--- config.mk ---
export PLATFORM = sky130hd
export DESIGN_NAME = instr_fetcher
export DESIGN_NICKNAME = d
export VERILOG_FILES = /design/src/rtl/instr_fetcher_pkg.sv /design/src/rtl/instr_queue.sv /design/src/rtl/instr_fetcher.sv
export SDC_FILE = /design/constraint.sdc
export NUM_CORES = 1
export LEC_CHECK = 0
export BUFFER_PORTS_ARGS = -buffer_cell sky130_fd_sc_hd__buf_4
export CAP_MARGIN = 40
export CORE_AREA = 2 2 181 183
export CTS_BUF_LIST = sky130_fd_sc_hd__clkbuf_4
export CTS_CLUSTER_SIZE = 24
export DETAILED_ROUTE_END_ITERATION = 12
export DIE_AREA = 0 0 183 185
export SYNTH_ARGS = -nofsm -noshare
export SYNTH_HDL_FRONTEND = slang
export SYNTH_SLANG_ARGS = --single-unit
--- constraint.sdc ---
create_clock -name clk_in -period 6.2 [get_ports clk_in]
set_input_delay 0.62 -clock clk_in [delete_from_list [all_inputs] [get_ports clk_in]]
set_output_delay 0.62 -clock clk_in [all_outputs]
set_load 0.01 [all_outputs]
--- src/rtl/instr_fetcher_pkg.sv ---
// Shared widths and the queue entry layout for the instruction fetch path.
// Latency: n/a (types and constants only).
// Backpressure: n/a.
package instr_fetcher_pkg;

    localparam int InstrWidth   = 32;
    localparam int AddrWidth    = 32;
    localparam int MemDataWidth = 8;

    typedef struct packed {
        logic [AddrWidth-1:0]  pc;
        logic [InstrWidth-1:0] instr;
    } entry_t;

    localparam int EntryWidth = $bits(entry_t);

endpackage

--- src/rtl/instr_queue.sv ---
// Synchronous FIFO of {pc, instr} entries with flush; head reads as zero when empty.
// Latency: a push is visible at the head the cycle after it is written.
// Backpressure: the producer reserves a slot via count; pops of an empty queue are ignored.
module instr_queue
    import instr_fetcher_pkg::*;
#(
    parameter int DEPTH = 4,
    localparam int PW = $clog2(DEPTH),
    localparam int CW = PW + 1
) (
    input  logic                  clk_in,
    input  logic                  rst_in,
    input  logic                  en,
    input  logic                  flush,
    input  logic                  push,
    input  logic [EntryWidth-1:0] push_dat,
    input  logic                  pop,
    output logic [CW-1:0]         count,
    output logic                  empty,
    output logic [EntryWidth-1:0] head_dat
);

    logic [EntryWidth-1:0] mem [DEPTH];
    logic [PW-1:0]         wr_ptr;
    logic [PW-1:0]         rd_ptr;
    logic                  do_pop;

    assign empty    = (count == '0);
    assign do_pop   = pop && !empty;
    assign head_dat = empty ? '0 : mem[rd_ptr];

    always_ff @(posedge clk_in) begin
        if (!rst_in) begin
            wr_ptr <= '0;
            rd_ptr <= '0;
            count  <= '0;
        end else if (en) begin
            if (flush) begin
                wr_ptr <= '0;
                rd_ptr <= '0;
                count  <= '0;
            end else begin
                if (push) wr_ptr <= wr_ptr + PW'(1);
                if (do_pop) rd_ptr <= rd_ptr + PW'(1);
                case ({push, do_pop})
                    2'b10:   count <= count + CW'(1);
                    2'b01:   count <= count - CW'(1);
                    default: ;
                endcase
            end
        end
    end

    // Storage carries no reset; the head is masked by empty instead.
    always_ff @(posedge clk_in) begin
        if (rst_in && en && !flush && push) mem[wr_ptr] <= push_dat;
    end

endmodule

--- src/rtl/instr_fetcher.sv ---
// Fetches 32-bit little-endian instruction words one byte at a time and queues them with their PC.
// Latency: 6 cycles from IDLE to valid_out with back-to-back grants; 1 word per 6 cycles.
// Backpressure: fetch starts only with a free queue slot; withheld grants stretch REQ; rdy_in low freezes all.
module instr_fetcher
    import instr_fetcher_pkg::*;
#(
    parameter int                   DEPTH    = 4,
    parameter logic [AddrWidth-1:0] RESET_PC = 32'h0
) (
    input  logic                    clk_in,
    input  logic                    rst_in,
    input  logic                    rdy_in,
    output logic                    mem_req_out,
    output logic [AddrWidth-1:0]    mem_a_out,
    input  logic                    mem_gnt_in,
    input  logic [MemDataWidth-1:0] mem_din,
    input  logic                    jump_in,
    input  logic [AddrWidth-1:0]    jump_pc_in,
    output logic                    valid_out,
    output logic [InstrWidth-1:0]   instr_out,
    output logic [AddrWidth-1:0]    pc_out,
    input  logic                    ready_in
);

    localparam int CW = $clog2(DEPTH) + 1;

    typedef enum logic [1:0] {
        IDLE = 2'd0,
        REQ  = 2'd1,
        LAST = 2'd2
    } state_t;

    state_t               state;
    logic [AddrWidth-1:0] fetch_pc;
    logic [1:0]           byte_idx;
    logic [1:0]           pend_idx;
    logic                 pend;
    logic [23:0]          asm_lo;

    logic [CW-1:0]        count;
    logic [CW-1:0]        count_after_pop;
    logic                 empty;
    logic                 pop;
    logic                 push;
    logic                 gnt;
    entry_t               head;
    entry_t               push_ent;

    assign mem_req_out     = rdy_in && (state == REQ);
    assign mem_a_out       = mem_req_out ? (fetch_pc + AddrWidth'(byte_idx)) : '0;
    assign gnt             = mem_req_out && mem_gnt_in;

    assign valid_out       = !empty;
    assign pop             = valid_out && ready_in;
    assign count_after_pop = count - CW'(pop);

    // Entering LAST happens only on the byte-3 grant, so a pending return there is byte 3.
    assign push            = (state == LAST) && pend;
    assign push_ent        = '{pc: fetch_pc, instr: {mem_din, asm_lo}};

    assign instr_out       = head.instr;
    assign pc_out          = head.pc;

    instr_queue #(.DEPTH(DEPTH)) u_queue (
        .clk_in   (clk_in),
        .rst_in   (rst_in),
        .en       (rdy_in),
        .flush    (jump_in),
        .push     (push),
        .push_dat (push_ent),
        .pop      (pop),
        .count    (count),
        .empty    (empty),
        .head_dat (head)
    );

    always_ff @(posedge clk_in) begin
        if (!rst_in) begin
            state    <= IDLE;
            fetch_pc <= RESET_PC;
            byte_idx <= 2'd0;
            pend_idx <= 2'd0;
            pend     <= 1'b0;
            asm_lo   <= '0;
        end else if (rdy_in) begin
            if (jump_in) begin
                state    <= IDLE;
                fetch_pc <= jump_pc_in;
                byte_idx <= 2'd0;
                pend     <= 1'b0;
            end else begin
                pend <= gnt;
                if (gnt) pend_idx <= byte_idx;

                if (pend) begin
                    case (pend_idx)
                        2'd0:    asm_lo[7:0]   <= mem_din;
                        2'd1:    asm_lo[15:8]  <= mem_din;
                        2'd2:    asm_lo[23:16] <= mem_din;
                        default: ;
                    endcase
                end

                case (state)
                    IDLE: begin
                        if (count_after_pop < CW'(DEPTH)) begin
                            state    <= REQ;
                            byte_idx <= 2'd0;
                        end
                    end
                    REQ: begin
                        if (gnt) begin
                            byte_idx <= byte_idx + 2'd1;
                            if (byte_idx == 2'd3) state <= LAST;
                        end
                    end
                    LAST: begin
                        if (pend) begin
                            fetch_pc <= fetch_pc + 32'd4;
                            state    <= IDLE;
                        end
                    end
                    default: state <= IDLE;
                endcase
            end
        end
    end

endmodule

# After elaboration in Yosys (flattened, before gate mapping)
# Memories as Yosys holds them, arrays and structs flattened. A register that Yosys moved wholly into a read port is not among the register bits.
# Index checks and enable logic that the tools add are counted.
[word_totals] rom_bits=0 output_inout_bits=98 mem_bits_rw=256 word_cells=88 mem_count=1 latch_bits=0 input_bits=46 regBits=70
[memory_table] name="u_queue.mem" words=4 width=64 rd=1 rd_ports_with_merged_regs=1 write_ports=1 line_no="instr_queue.sv:23" source="logic [EntryWidth-1:0] mem [DEPTH];"
[classes] mul=0 n_mux=26 bitwise=1 n_div=0 n_addsub=8 reduce_logical=29 order_cmp=1 n_shift=0 eq_ne=11
[op_table] cell="2-to-1 mux 32 bit" count=4
[op_table] cell="2-to-1 mux 64 bit" count=1
[op_table] cell="adder 32 x 2 -> 32 bit" count=1
[op_table] cell="adder 32 x 3 -> 32 bit (second input constant)" count=1
[op_table] cell="2-to-1 mux 2 bit" count=14
[op_table] cell="AND reduction 4 bit" count=4
[op_table] cell="inequality test 3 bit (second input constant)" count=3
[op_table] cell="== test 2 bit (second input constant)" count=4
[op_table] cell="logical AND 1 bit" count=8
[op_table] cell="nonzero test 2 bit" count=4
[op_table] cell="adder 2 x 1 -> 2 bit (second input constant)" count=3
[op_table] cell="== test 2 x 1 -> 1 bit (second input constant)" count=3
[op_table] cell="one-hot mux 2 bit (3 select lines)" count=1
[op_table] cell="one-hot mux 3 bit (2 select lines)" count=1
[op_table] cell="AND reduction 2 bit" count=3
[op_table] cell="AND reduction 3 bit" count=2
[op_table] cell="nonzero test 3 bit" count=2
[op_table] cell="AND reduction 5 bit" count=1
[op_table] cell="zero test 2 bit" count=2
[op_table] cell="one-hot mux 2 bit (2 select lines)" count=1
[op_table] cell="adder 3 x 1 -> 3 bit (second input constant)" count=1
[op_table] cell="zero test 3 bit" count=1
[op_table] cell="< comparator 3 bit (second input constant)" count=1
[op_table] cell="2-to-1 mux 1 bit" count=3
[op_table] cell="other kinds (6)" count=7

# Depth between registers and ports, before layout
# Gate-level depths: netlist of the first run.
[depth] ltp_word=8 mapped_depth=8

# Modules after synthesis
# From an unflattened synthesis of the first run, not the netlist that was laid out.
[unflattened] cells_unflattened=1001 area_unflattened_um2=14249.9
[by_module_without_submodules] module="instr_queue" seq_area_each_um2=7867.5 area_each_um2=10216.0 cells_per_inst=468 n_inst=1
[by_module_without_submodules] module="instr_fetcher" seq_area_each_um2=1261.2 area_each_um2=4033.9 cells_per_inst=533 n_inst=1

# Least setup slack after synthesis of the first run
# OpenSTA, ideal clock, no wires.
[synth_timing] path_type="input port to flip-flop" start="input rst_in" end="memory u_queue.mem[0][0] (netlist name), enable pin" arrival_time_ns=2.690 t_required_ns=5.771 path_buffers=1 stages=4 slack_ns=3.081 cell_sequence="clkbuf_1 nand2_1 nor2_1 and2_1"
[synth_between] elab_chain_len=5
[synth_rtl] item="start, declared" line_no="instr_fetcher.sv:11" source="input logic rst_in,"
[synth_rtl] item="logical AND 1 bit (3 in series)" line_no="instr_queue.sv:56" source="if (rst_in && en && !flush && push) mem[wr_ptr] <= push_dat;"
[synth_rtl] item="2-to-1 mux 1 bit" line_no="instr_queue.sv:56"
[synth_rtl] item="2-to-1 mux 1 bit (not written as such)" line_no="instr_queue.sv:56"
[synth_rtl] item="end, declared" line_no="instr_queue.sv:23"
# No other way between the ends.

# Worst setup path after layout of the first run
[layout_timing] start="register fetch_pc[2]" end="output mem_a_out[30]"
[layout_between] elab_chain_len=2
[layout_rtl] item="start, declared" line_no="instr_fetcher.sv:34" source="logic [AddrWidth-1:0] fetch_pc;"
[layout_rtl] item="start signal, assigned" line_no="instr_fetcher.sv:88" source="fetch_pc <= jump_pc_in;"
[layout_rtl] item="start signal, assigned" line_no="instr_fetcher.sv:119" source="fetch_pc <= fetch_pc + 32'd4;"
[layout_rtl] item="adder 32 x 2 -> 32 bit" line_no="instr_fetcher.sv:50" source="assign mem_a_out = mem_req_out ? (fetch_pc + AddrWidth'(byte_idx)) : '0;"
[layout_rtl] item="2-to-1 mux 32 bit" line_no="instr_fetcher.sv:50"
[layout_rtl] item="end, declared" line_no="instr_fetcher.sv:14" source="output logic [AddrWidth-1:0] mem_a_out,"
# No other way between the ends.

==> results list, run 1 <==
* Post-Syn Nets: 1060
- 144 I/O pins were placed.
* Static Leakage: 5.88 nW
- Clk slew on worst S/H paths: 0.06 ns
- Syn Std Cell Area: 14200 sq um
- Total DRC errors in the routed layout: 0
* Hold_buf cts: 0
- Number of antenna violations at the first check in global routing: 1
- Share of flip-flops with an asynchronous set or reset: 0%
- Status: completed
- The worst register-to-register path has a depth of 4.
- Of the available clock period, the critical path in the final layout requires 66.5%.
- Dividing the detail-routed wire length by the instance count gives 20.7 um.
* Number of synthesized flops with an enable pin: 256
- Count of mapped cells out of synthesis: 1004
* Horizontal die dimension: 183 um
* Final critical path time including I/O delays and setup: 4.12 ns
- The number of setup buffers added after CTS is 0.
* Setup TNS: 0 ns
* Total Routing Usage GR: 20.7%
- Floorplan Core Area: 32000 sq um
- The clock passes through at most 3 buffers.
- Clock insertion delay at the later pin of the skew report: 0.72 ns
- Total of endpoints with negative setup slack in the final report: 0
- Worst path cell trace: ha_1 > nand3_1 > nor4_1 > nand2_1 > or4_1 > nand2_1 > buf_4
- The number of placed instances, taps included, is 1499.
* Worst path top cell family by delay: simple AND/OR/NAND/NOR gates
- Pre-Repair DR Iteration Count: 5
* Number of nets with antenna violations after detailed routing: 0
- The number of clock buffers added by TritonCTS is 85.
- Via count: 9203
- Total power divided by cell area: 260 nW/um^2
- Type of the worst setup path: flip-flop to output pin
* Most common flop cell mapped by yosys: sky130_fd_sc_hd__edfxtp_1
- Setup repair after global routing left no endpoint under its margin.
- Entering global routing, the biggest net connects 63 pins.
- Global route overflow: 0
* Most common cell after layout, fill and taps aside: sky130_fd_sc_hd__edfxtp_1
- 1st-iter DRT viols: 632
- For the worst setup path, the data required time is 5.58 ns.
- Slew at the pin closest to its max-slew limit: 0.927 ns
* Final-report hold violation count: 0
* Post-route non-filler standard cell count: 1653
- Of all cell types, the one taking the most synthesized area is sky130_fd_sc_hd__edfxtp_1.
* Maximum net fanout on the critical path: 14
- For this run, the slowest stage of the critical path takes 0.80 ns.
* Slack of the worst reg-to-reg path: 3.26 ns
- Max H-tree Level: 3
- For this design the total switching power over the nets is 968 uW.
- Post-synthesis average cell area: 14.1 sq um
- Cell count of the worst hold path: 1
- After detailed routing, the number of vias per cell comes to 5.57.
- Sequential element share of the synthesized area: 64.4%
- Area growth from synthesis to final layout: 18.5%
- For this configuration, the core starts out at a cell density of 44.2%.
* Highest-count cells in the layout ignoring fill and taps: sky130_fd_sc_hd__edfxtp_1, sky130_fd_sc_hd__buf_4, sky130_fd_sc_hd__clkbuf_4, sky130_fd_sc_hd__nor2_1
- The worst setup path is captured at an output pin.
- Maximum achievable frequency: 243 MHz
- In this run the worst hold path is classified as primary input to flip-flop.
- The tool flagged a number of max-cap violations equal to 0.
- TritonCTS built the clock tree.
- Area of the die: 33900 sq um
- Sequential share of power: 55.0%
- Final-report max-slew violation count: 0
- Die height: 185 um
- Largest cells by area after synthesis: sky130_fd_sc_hd__edfxtp_1, sky130_fd_sc_hd__dfxtp_1, sky130_fd_sc_hd__mux4_2
* Via count of the first global-routing pass: 9170
- Global placement routability congestion: 0.853
- The final layout contains 1234 nets.
* Share of post-route cells with drive strength above 1: 30.9%
- Synthesis inferred 328 register bits.
- Across the routed clock network, the largest skew measured is 0.0660 ns.
- Top cell by count, worst path: sky130_fd_sc_hd__nand2_1
- Worst supply voltage drop on vdd: 0.101 mV
- For this run, the number of Yosys warnings is 0.
* Worst slew margin relative to its limit: 38.2%
- After legalization and detailed placement, the total HPWL measured 21900 um.
- Area fraction of the dominant cell type after synthesis: 54.3%
- Combinational power share: 2.8%
* Global-route wire length before repair: 53100 um
* Logic depth of the worst path, buffers included: 7
- Synthesis instantiated 59 different standard cells from the library.
* Switch share: 22.2%
* Number of resized instances in the post-cts repair step: 0
* Critical path launch point type: flip-flop
- Together, buffers and inverters on the worst path number 1.
- Minimum hold slack: 0.144 ns
* Clk Tree Root Cell: sky130_fd_sc_hd__clkbuf_4
- After detailed routing, the total wire length is 34200 um.
- The clock net in this run drives a total of 328 sinks.
- The largest individual stage delay along the critical path comes from the cell sky130_fd_sc_hd__nor4_1.
* Port-buffer cells: 143
* Data arrival time of the critical path: 3.50 ns
* Internal portion of total power: 3.40 mW
- In this run the core area contains 66 standard-cell rows.
- Per report_power, the clock group accounts for 42.2% of the total.
logic make-up after synthesis:
kind of cell	Yosys count	synth area share [%]
adders and majority gates	10	0.989
and+or+nand+nor	338	12.7
xor gates and xnor gates	22	1.36
buffers and inverters	87	2.51
AOI/OAI and AO/OA	122	5.47
DFF	328	64.4
muxes	97	12.5
power groups by stage:
| stage | Combinational (mW) | Sequential, mW | Clock, mW |
|---|---|---|---|
| floorplan | 0.0739 | 2.43 | 0 |
| global placement | 0.118 | 2.45 | 0 |
| detailed placement | 0.120 | 2.45 | 0 |
| CTS | 0.120 | 2.40 | 1.90 |
| global route | 0.133 | 2.40 | 2.02 |
| finish | 0.121 | 2.40 | 1.84 |
path summary, 6_finish.rpt:
path	endpoint	start
max	mem_a_out[30]	fetch_pc[2]$_SDFFE_PN0P_
min	u_queue.mem[1][30]$_DFFE_PP_	mem_din[6]
max reg2reg	u_queue.mem[0][9]$_DFFE_PP_	state[1]$_SDFFE_PN0P_
min reg2reg	u_queue.mem[2][23]$_DFFE_PP_	asm_lo[23]$_SDFFE_PN0P_
Yosys cell counts (7+ instances only):
library cell,n
sky130_fd_sc_hd__nand4_1,11
sky130_fd_sc_hd__nand2_1,68
sky130_fd_sc_hd__nor4_1,12
sky130_fd_sc_hd__edfxtp_1,256
sky130_fd_sc_hd__nor2_1,87
sky130_fd_sc_hd__or4_1,8
sky130_fd_sc_hd__buf_2,17
sky130_fd_sc_hd__o22ai_1,8
sky130_fd_sc_hd__xor2_1,9
sky130_fd_sc_hd__or3_1,10
sky130_fd_sc_hd__a22oi_1,9
sky130_fd_sc_hd__a21oi_1,34
sky130_fd_sc_hd__nor3_1,20
sky130_fd_sc_hd__inv_1,13
sky130_fd_sc_hd__mux4_2,64
sky130_fd_sc_hd__and2_1,74
sky130_fd_sc_hd__o31ai_1,7
sky130_fd_sc_hd__mux2i_1,33
sky130_fd_sc_hd__nand3_1,12
sky130_fd_sc_hd__o21ai_0,29
sky130_fd_sc_hd__ha_1,8
sky130_fd_sc_hd__clkbuf_1,45
sky130_fd_sc_hd__xnor2_1,13
sky130_fd_sc_hd__buf_1,9
sky130_fd_sc_hd__dfxtp_1,72
state kept, by name, indices dropped and copies added, names as in the netlist, named ones only:
register        cells
u_queue.rd_ptr      2
pend                1
state               2
u_queue.wr_ptr      2
u_queue.mem       256
u_queue.count       3
byte_idx            2
pend_idx            2
fetch_pc           32
asm_lo             24
per-layer routing:
layer,part of all wire [%],global-route usage (%),up-vias
met5,0,0,-
li1,-,-,4249
met2,46,32.0,373
met1,45,28.6,4515
met3,6.9,5.03,66
met4,2.2,8.10,0
metrics by stage:
stage | total power, mW | setup WS [ns] | cell area, sq um | utilization [%]
after floorplan | 2.50 | 3.08 | 14200 | -
after global placement | 2.57 | 2.59 | 15500 | 48.5
after detailed placement | 2.57 | 2.47 | 15700 | 48.9
after CTS | 4.42 | 2.02 | 16800 | 52.4
after global routing | 4.56 | 1.80 | 16800 | 52.4
final | 4.37 | 2.08 | 16800 | 52.4
area by class of cell:
| class | instances | area, sq um |
|---|---|---|
| clock buffers | 127 | 953 |
| well taps | 408 | 510 |
| fillers | 2806 | 15300 |
| multi-input cells | 589 | 4690 |
| clock inverters | 26 | 151 |
| inverters | 14 | 52.6 |
| repair buffers | 160 | 1290 |
| flip-flops and latches | 328 | 9130 |
| diodes | 1 | 2.50 |
Power figures use the tool's default switching activity.
==> run 2: changes to the inputs <==
Clock period 6.2 ns to 4.3 ns, I/O delays scaled along.
==> results list, run 2 (synthesis gave the netlist of run 1 again) <==
- Status: completed (unchanged).
- The clock tree from TritonCTS was done (unchanged).
- The routed wire length per instance came to 20.2 um (was 20.7 um).
* Maximum net fanout on the critical path: 12 (was 14)
- Floorplan Core Area: 32000 sq um (unchanged)
- The reported leakage power was 6.03 nW (was 5.88 nW).
* Sink Count: 328 (unchanged)
* Number of antenna violations at the first check in global routing: 1 (unchanged)
- Vias per inst: 5.47 (was 5.57)
- The total CTS buffers came to 85 (unchanged).
* Horizontal die dimension: 183 um (unchanged)
* Post-route non-filler standard cell count: 1687 (was 1653)
- The worst reg2reg path endpoint is fetch_pc[22]$_SDFFE_PN0P_ (was u_queue.mem[0][9]$_DFFE_PP_).
* Slew at the pin closest to its max-slew limit: 0.873 ns (was 0.927 ns)
- Final-report max-slew violation count: 0 (unchanged)
- Via count of the first global-routing pass: 9286 (was 9170)
* Setup TNS: 0 ns (unchanged)
* Kind of end point of the critical path: output pin (unchanged)
* Pre-Repair DR Iteration Count: 7 (was 5)
- Top-Level Pins: 144 (unchanged)
- Detailed-placement wirelength estimate: 21900 um (about the same)
* Data arrival time of the critical path: 3.42 ns (was 3.50 ns)
- The count of input and output buffers was 143 (unchanged).
- The internal power consumption is 4.99 mW (was 3.40 mW).
- Clk Tree Root Cell: sky130_fd_sc_hd__clkbuf_4 (unchanged)
- Total power divided by cell area: 375 nW/um^2 (was 260 nW/um^2)
- The wire length after detailed routing is 34100 um (was 34200 um).
* Share of post-route cells with drive strength above 1: 31.2% (was 30.9%)
* Portion of total power attributed to the clock network: 43.1% (was 42.2%)
* Total DRC errors in the routed layout: 0 (unchanged)
* Cell Rows: 66 (unchanged)
* Via count: 9233 (was 9203)
- The post-route core utilization was 53.4% (was 52.4%).
- Number of nets with antenna violations after detailed routing: 0 (unchanged)
- The setup slack of the most critical reg-to-reg path was 1.63 ns (was 3.26 ns).
- Cell total after placement: 1504 (was 1499)
- The number of setup violations in the final report was 0 (unchanged).
- Placed standard-cell area: 15700 sq um (about the same)
* Cell count of the worst reg-to-reg path: 7 (was 4)
- The number of failing hold endpoints at the final stage was 0 (unchanged).
- The relative slew slack came to 41.8% (was 38.2%).
- Switch share: 22.2% (about the same)
* Number of flip-flops in the largest register: 256 (unchanged)
* Period Utilization, post-route: 89.5%
* Number of resized instances in the post-cts repair step: 0 (unchanged)
* Pin count of the biggest net entering global routing: 63 (unchanged)
- The number of max-cap violations is 0 (unchanged).
- Static timing analysis puts the maximum clock frequency at 260 MHz.
- Sequential share of power: 54.0% (was 55.0%)
* Final critical path time including I/O delays and setup: 3.85 ns
- The final net count came to 1262 (was 1234).
* Largest registers in the final layout: u_queue.mem: 256 flops, fetch_pc: 32 flops, asm_lo: 24 flops (unchanged)
- Critical Path Start: fetch_pc[4]$_SDFFE_PN0P_ (was fetch_pc[2]$_SDFFE_PN0P_)
* Worst clock skew: 0.0748 ns (was 0.0660 ns)
- Post-CTS repair timing setup buffer count: 0 (unchanged)
- The clock latency at the later pin of the worst-skew pair is 0.72 ns (about the same).
- The register with the most flip-flops is u_queue.mem (unchanged).
- The worst supply voltage drop on vdd is 0.195 mV (was 0.101 mV).
- The total congestion overflow after global routing is 0 (unchanged).
- Global placement routability congestion: 0.846 (was 0.853)
- Area growth from synthesis to final layout: 20.9% (was 18.5%)
- The net switching power was 1.42 mW (was 968 uW).
* Global-route wire length before repair: 52900 um (was 53100 um)
- Highest-count cells in the layout ignoring fill and taps: sky130_fd_sc_hd__edfxtp_1, sky130_fd_sc_hd__buf_4, sky130_fd_sc_hd__clkbuf_4, sky130_fd_sc_hd__nor2_1 (unchanged)
- The die area is 33900 sq um (unchanged).
* RSZ-0062 raised after global routing: no (unchanged)
- Required time of the critical path: 3.87 ns (was 5.58 ns)
- Type of the worst setup path: flip-flop to output pin (unchanged)
- The worst hold-check path type was primary input to flip-flop (unchanged).
- The startpoint of the worst-slack reg-to-reg timing path was fetch_pc[2]$_SDFFE_PN0P_ (was state[1]$_SDFFE_PN0P_).
- 1st-iter DRT viols: 731 (was 632)
* Cell area after layout: 17100 sq um (was 16800 sq um)
- The combinational share of power was 3.0% (was 2.8%).
* Total Routing Usage GR: 20.6% (was 20.7%)
- Worst setup path end: mem_a_out[31] (was mem_a_out[30])
* Maximum number of buffers from clock root to sink: 3 (unchanged)
- Critical path launch point type: flip-flop (unchanged)
- Die height: 185 um (unchanged)
* Most common cell after layout, fill and taps aside: sky130_fd_sc_hd__edfxtp_1 (unchanged)
* Max H-tree Level: 3 (unchanged)
- Clk slew on worst S/H paths: 0.06 ns (about the same)
* Starting Density: 44.2% (unchanged)
-- run 2: cell count changes in the layout (fill, tap and decap cells not counted), sizes merged --
cell | before | now
clkdlybuf4s18 | 0 | 1
buf | 160 | 164
clkinv | 22 | 17
clkbuf | 127 | 135
dlygate4sd3 | 0 | 23
inv | 15 | 17
clkinvlp | 2 | 3
-- run 2: worst min-delay path by stage --
stage	endpoint	startpoint	slack [ns]	cells past startpoint
3_5_place_dp	byte_idx[0]$_SDFFE_PN0P_	byte_idx[0]$_SDFFE_PN0P_	0.49	1
3_3_place_gp	u_queue.mem[2][23]$_DFFE_PP_	asm_lo[23]$_SDFFE_PN0P_	0.48	0
4_1_cts	fetch_pc[8]$_SDFFE_PN0P_	jump_pc_in[8]	0.01	5
6_report	fetch_pc[3]$_SDFFE_PN0P_	jump_pc_in[3]	0.08	3
2_1_floorplan	byte_idx[0]$_SDFFE_PN0P_	byte_idx[0]$_SDFFE_PN0P_	0.45	1
5_1_grt	byte_idx[0]$_SDFFE_PN0P_	mem_gnt_in	0.04	3
-- run 2: stage by stage --
stage                     setup WS [ns]  hold WS, ns  power [mW]
final                             0.450       0.0766        6.42
after global placement             1.20        0.483        3.70
after global routing              0.186       0.0378        6.68
after detailed placement           1.20        0.486        3.70
after CTS                         0.386       0.0129        6.49
after floorplan                    1.36        0.451        3.61
-- run 2: layer usage --
metal / up-vias / GRT usage, % / routed length [um]
li1: 4292 / - / -
met1: 4535 / 28.5 / 15300
met5: - / 0 / 0
met2: 352 / 32.9 / 16000
met3: 54 / 4.25 / 2200
met4: 0 / 6.30 / 585
-- run 2: critical path, cell delays in order (launching register included) --
cell and delay [ns]:
sky130_fd_sc_hd__dfxtp_1 0.59, sky130_fd_sc_hd__nand4_2 0.28, sky130_fd_sc_hd__nor4_4 0.77, sky130_fd_sc_hd__nand3_1 0.31, sky130_fd_sc_hd__or4_1 0.54, sky130_fd_sc_hd__nand2_1 0.08, sky130_fd_sc_hd__buf_4 0.11
-- run 2: power groups by stage --
| stage | registers, mW | clock network [mW] | logic [mW] |
|---|---|---|---|
| 2_1_floorplan | 3.50 | 0 | 0.106 |
| 3_5_place_dp | 3.53 | 0 | 0.172 |
| 6_report | 3.46 | 2.76 | 0.190 |
| 5_1_grt | 3.46 | 3.01 | 0.208 |
| 3_3_place_gp | 3.53 | 0 | 0.172 |
| 4_1_cts | 3.46 | 2.84 | 0.190 |
-- run 2: repair_timing --
| action | 4_1_cts | 5_1_grt |
|---|---|---|
| hold endpoints to repair | 53 | 0 |
| endpoints found under the setup margin | 0 | 0 |
| hold buffers | 23 | 0 |
-- run 2: layout make-up --
cell class | count | area (sq um)
Sequential cell | 328 | 9130
Fill cell | 2714 | 14900
Inverter | 14 | 52.6
Clock inverter | 24 | 151
Timing Repair Buffer | 188 | 1570
Antenna cell | 1 | 2.50
Multi-Input combinational cell | 589 | 4690
Clock buffer | 135 | 1010
Tap cell | 408 | 510
==> run 3: changes to the inputs <==
Settings changed: CORE_AREA 2 2 181 183 to 2 2 156 158, DIE_AREA 0 0 183 185 to 0 0 158 160, PLACE_DENSITY set to 0.81.
==> results list, run 3 (synthesis gave the netlist of run 1 again) <==
* Final-report hold violation count: 0 (unchanged)
* Status: completed (unchanged)
* Sink Count: 328 (unchanged)
- Worst setup path end: mem_a_out[30] (was mem_a_out[31])
- The total CTS buffers came to 79 (was 85).
- Critical path launch point type: flip-flop (unchanged)
- Register containing the most flip-flops in the final layout: u_queue.mem (unchanged)
- The clock tree from TritonCTS is done (unchanged).
* Port-buffer cells: 143 (unchanged)
* Endpoint of the worst register-to-register path: fetch_pc[20]$_SDFFE_PN0P_ (was fetch_pc[22]$_SDFFE_PN0P_)
* Starting Density: 59.5% (was 44.2%)
* Number of antenna violations at the first check in global routing: 1 (unchanged)
- The number of global-route vias before repair is 9236 (was 9286).
* Vias per inst: 5.97 (was 5.47)
* Total of endpoints with negative setup slack in the final report: 0 (unchanged)
- The capturing element type of the critical path is an output pin (unchanged).
* Maximum achievable frequency: 256 MHz (was 260 MHz)
* Area of the die: 25300 sq um (was 33900 sq um)
* Final critical path time including I/O delays and setup: 3.90 ns (was 3.85 ns)
* Maximum net fanout on the critical path: 14 (was 12)
- Worst slew margin relative to its limit: 36.1% (was 41.8%)
* Static Leakage: 5.90 nW (was 6.03 nW)
- Detailed-placement wirelength estimate: 19900 um (was 21900 um)
- RSZ-0062 raised after global routing: no (unchanged)
* Critical Path Start: fetch_pc[2]$_SDFFE_PN0P_ (was fetch_pc[4]$_SDFFE_PN0P_)
* Clk slew on worst S/H paths: 0.06 ns (about the same)
* Data arrival time of the critical path: 3.47 ns (was 3.42 ns)
* Via count: 9376 (was 9233)
* Top cell by count, worst path: sky130_fd_sc_hd__nand2_1
- The length of the first detailed-routing pass in iterations is 8 (was 7).
* Final-report max-slew violation count: 0 (unchanged)
- Total Routing Usage GR: 25.6% (was 20.6%)
- Clk Tree Root Cell: sky130_fd_sc_hd__clkbuf_4 (unchanged)
- The wire length after detailed routing came to 31700 um (was 34100 um).
* Maximum number of buffers from clock root to sink: 3 (unchanged)
* Number of max-cap violations: 0 (unchanged)
- Number of flip-flops in the largest register: 256 (unchanged)
- The worst supply voltage drop on vdd came to 0.255 mV (was 0.195 mV).
- The startpoint of the worst-slack reg-to-reg timing path was fetch_pc[2]$_SDFFE_PN0P_ (unchanged).
* Cell count of the worst hold path: 3 (unchanged)
* Global-route wire length before repair: 49500 um (was 52900 um)
- The height of the die was 160 um (was 185 um).
- Share of post-route cells with drive strength above 1: 30.2% (was 31.2%)
- Number of nets with antenna violations after detailed routing: 0 (unchanged)
* Top-Level Pins: 144 (unchanged)
- The number of cells in the design after placement was 1415 (was 1504).
- The path depth of the worst reg2reg path was 6 (was 7).
- Setup TNS: 0 ns (unchanged)
* Worst clock skew: 0.0719 ns (was 0.0748 ns)
- The final weighted congestion in routability-driven placement is 0.910 (was 0.846).
* Required time of the critical path: 3.87 ns (about the same)
- Post-detailed-route wirelength per cell: 20.2 um (about the same)
- Slack of the worst reg-to-reg path: 1.56 ns (was 1.63 ns)
- Area growth from synthesis to final layout: 18.4% (was 20.9%)
* Final #Nets: 1239 (was 1262)
* 1st-iter DRT viols: 787 (was 731)
- The floorplan core area came to 23800 sq um (was 32000 sq um).
- Number of resized instances in the post-cts repair step: 0 (unchanged)
- Pin count of the biggest net entering global routing: 65 (was 63)
- Max H-tree Level: 3 (unchanged)
* Worst min path class: primary input to flip-flop (unchanged)
- Cell Rows: 57 (was 66)
- Max incr delay on CP: 0.75 ns (was 0.77 ns)
- Most common cell after layout, fill and taps aside: sky130_fd_sc_hd__edfxtp_1 (unchanged)
* Largest registers in the final layout: u_queue.mem: 256 flops, fetch_pc: 32 flops, asm_lo: 24 flops (unchanged)
- The highest-delay cell along the critical path is sky130_fd_sc_hd__nor4_1 (was sky130_fd_sc_hd__nor4_4).
* Clock insertion delay at the later pin of the skew report: 0.73 ns (was 0.72 ns)
- Highest-count cells in the layout ignoring fill and taps: sky130_fd_sc_hd__edfxtp_1, sky130_fd_sc_hd__buf_4, sky130_fd_sc_hd__clkbuf_4, sky130_fd_sc_hd__nor2_1 (unchanged)
- The die span in x is 158 um (was 183 um).
* Total power divided by cell area: 369 nW/um^2 (was 375 nW/um^2)
* Global route overflow: 0 (unchanged)
- Post-route non-filler standard cell count: 1571 (was 1687)
- The class of the most critical setup path was flip-flop to output pin (unchanged).
* Worst path cell trace: ha_1 > nand3_1 > nor4_1 > nand2_1 > or4_1 > nand2_1 > buf_4 (was nand4_2 > nor4_4 > nand3_1 > or4_1 > nand2_1 > buf_4)
- Total DRC errors in the routed layout: 0 (unchanged)
* Period Utilization, post-route: 90.8% (was 89.5%)
- Slew at the pin closest to its max-slew limit: 0.959 ns (was 0.873 ns)
==> run 3: cell types whose count changed in the layout (fill, tap and decap cells not counted), sizes merged <==
cell	change
clkbuf	-16
dlygate4sd3	-12
buf	-4
clkinv	+4
clkinvlp	-2
clkdlybuf4s18	-1
inv	-1
==> run 3: critical path: cells and delay by family, from the launching register on <==
| family | cells | cell delay [ns] |
|---|---|---|
| adders and majority gates | 1 | 0.29 |
| buffers and inverters | 1 | 0.12 |
| DFF | 1 | 0.60 |
| and+or+nand+nor | 5 | 1.76 |
==> run 3: through the flow <==
step | setup WS, ns | hold slack [ns] | power (mW) | utilization [%] | area, sq um
4_1_cts | 0.431 | 0.00596 | 6.23 | 70.4 | 16800
3_5_place_dp | 1.20 | 0.491 | 3.70 | 65.6 | 15600
3_3_place_gp | 1.26 | 0.478 | 3.69 | 65.3 | 15500
5_1_grt | 0.0810 | 0.00921 | 6.43 | 70.4 | 16800
2_1_floorplan | 1.36 | 0.451 | 3.61 | - | 14200
6_report | 0.395 | 0.0297 | 6.19 | 70.4 | 16800
==> run 3: metal layers <==
layer | share of wire, % | global-route usage [%] | vias to the layer above | wire, um
li1 | - | - | 4233 | -
met4 | 1.9 | 8.89 | 0 | 612
met5 | 0 | 0 | - | 0
met2 | 49 | 40.6 | 472 | 15400
met3 | 8.6 | 5.51 | 56 | 2730
met1 | 41 | 35.6 | 4615 | 12900
==> run 3: final cells by class <==
class | instances | area, sq um
flip-flops and latches | 328 | 9130
fillers | 1619 | 7040
multi-input cells | 589 | 4690
repair buffers | 171 | 1440
clock buffers | 119 | 893
well taps | 324 | 405
clock inverters | 25 | 151
inverters | 14 | 52.6
diodes | 1 | 2.50
==> run 3: worst min-delay path by stage <==
stage | startpoint | endpoint | slack [ns]
6_report | jump_pc_in[0] | fetch_pc[0]$_SDFFE_PN0P_ | 0.03
5_1_grt | jump_pc_in[1] | fetch_pc[1]$_SDFFE_PN0P_ | 0.009
4_1_cts | jump_pc_in[13] | fetch_pc[13]$_SDFFE_PN0P_ | 0.006
3_5_place_dp | asm_lo[1]$_SDFFE_PN0P_ | u_queue.mem[1][1]$_DFFE_PP_ | 0.49
3_3_place_gp | asm_lo[2]$_SDFFE_PN0P_ | u_queue.mem[2][2]$_DFFE_PP_ | 0.48
2_1_floorplan | byte_idx[0]$_SDFFE_PN0P_ | byte_idx[0]$_SDFFE_PN0P_ | 0.45
==> run 3: report_power, final <==
part	switching, mW	internal, mW
combinational	0.105	0.0778
clock	1.21	1.34
sequential	0.0496	3.41
total	1.36	4.83
==> run 3: what timing repair did <==
| item | CTS | global route |
|---|---|---|
| hold buffers | 11 | 0 |
| endpoints found under the setup margin | 0 | 0 |
| buffers inserted | 0 | 0 |
| endpoints found under the hold margin | 38 | 0 |
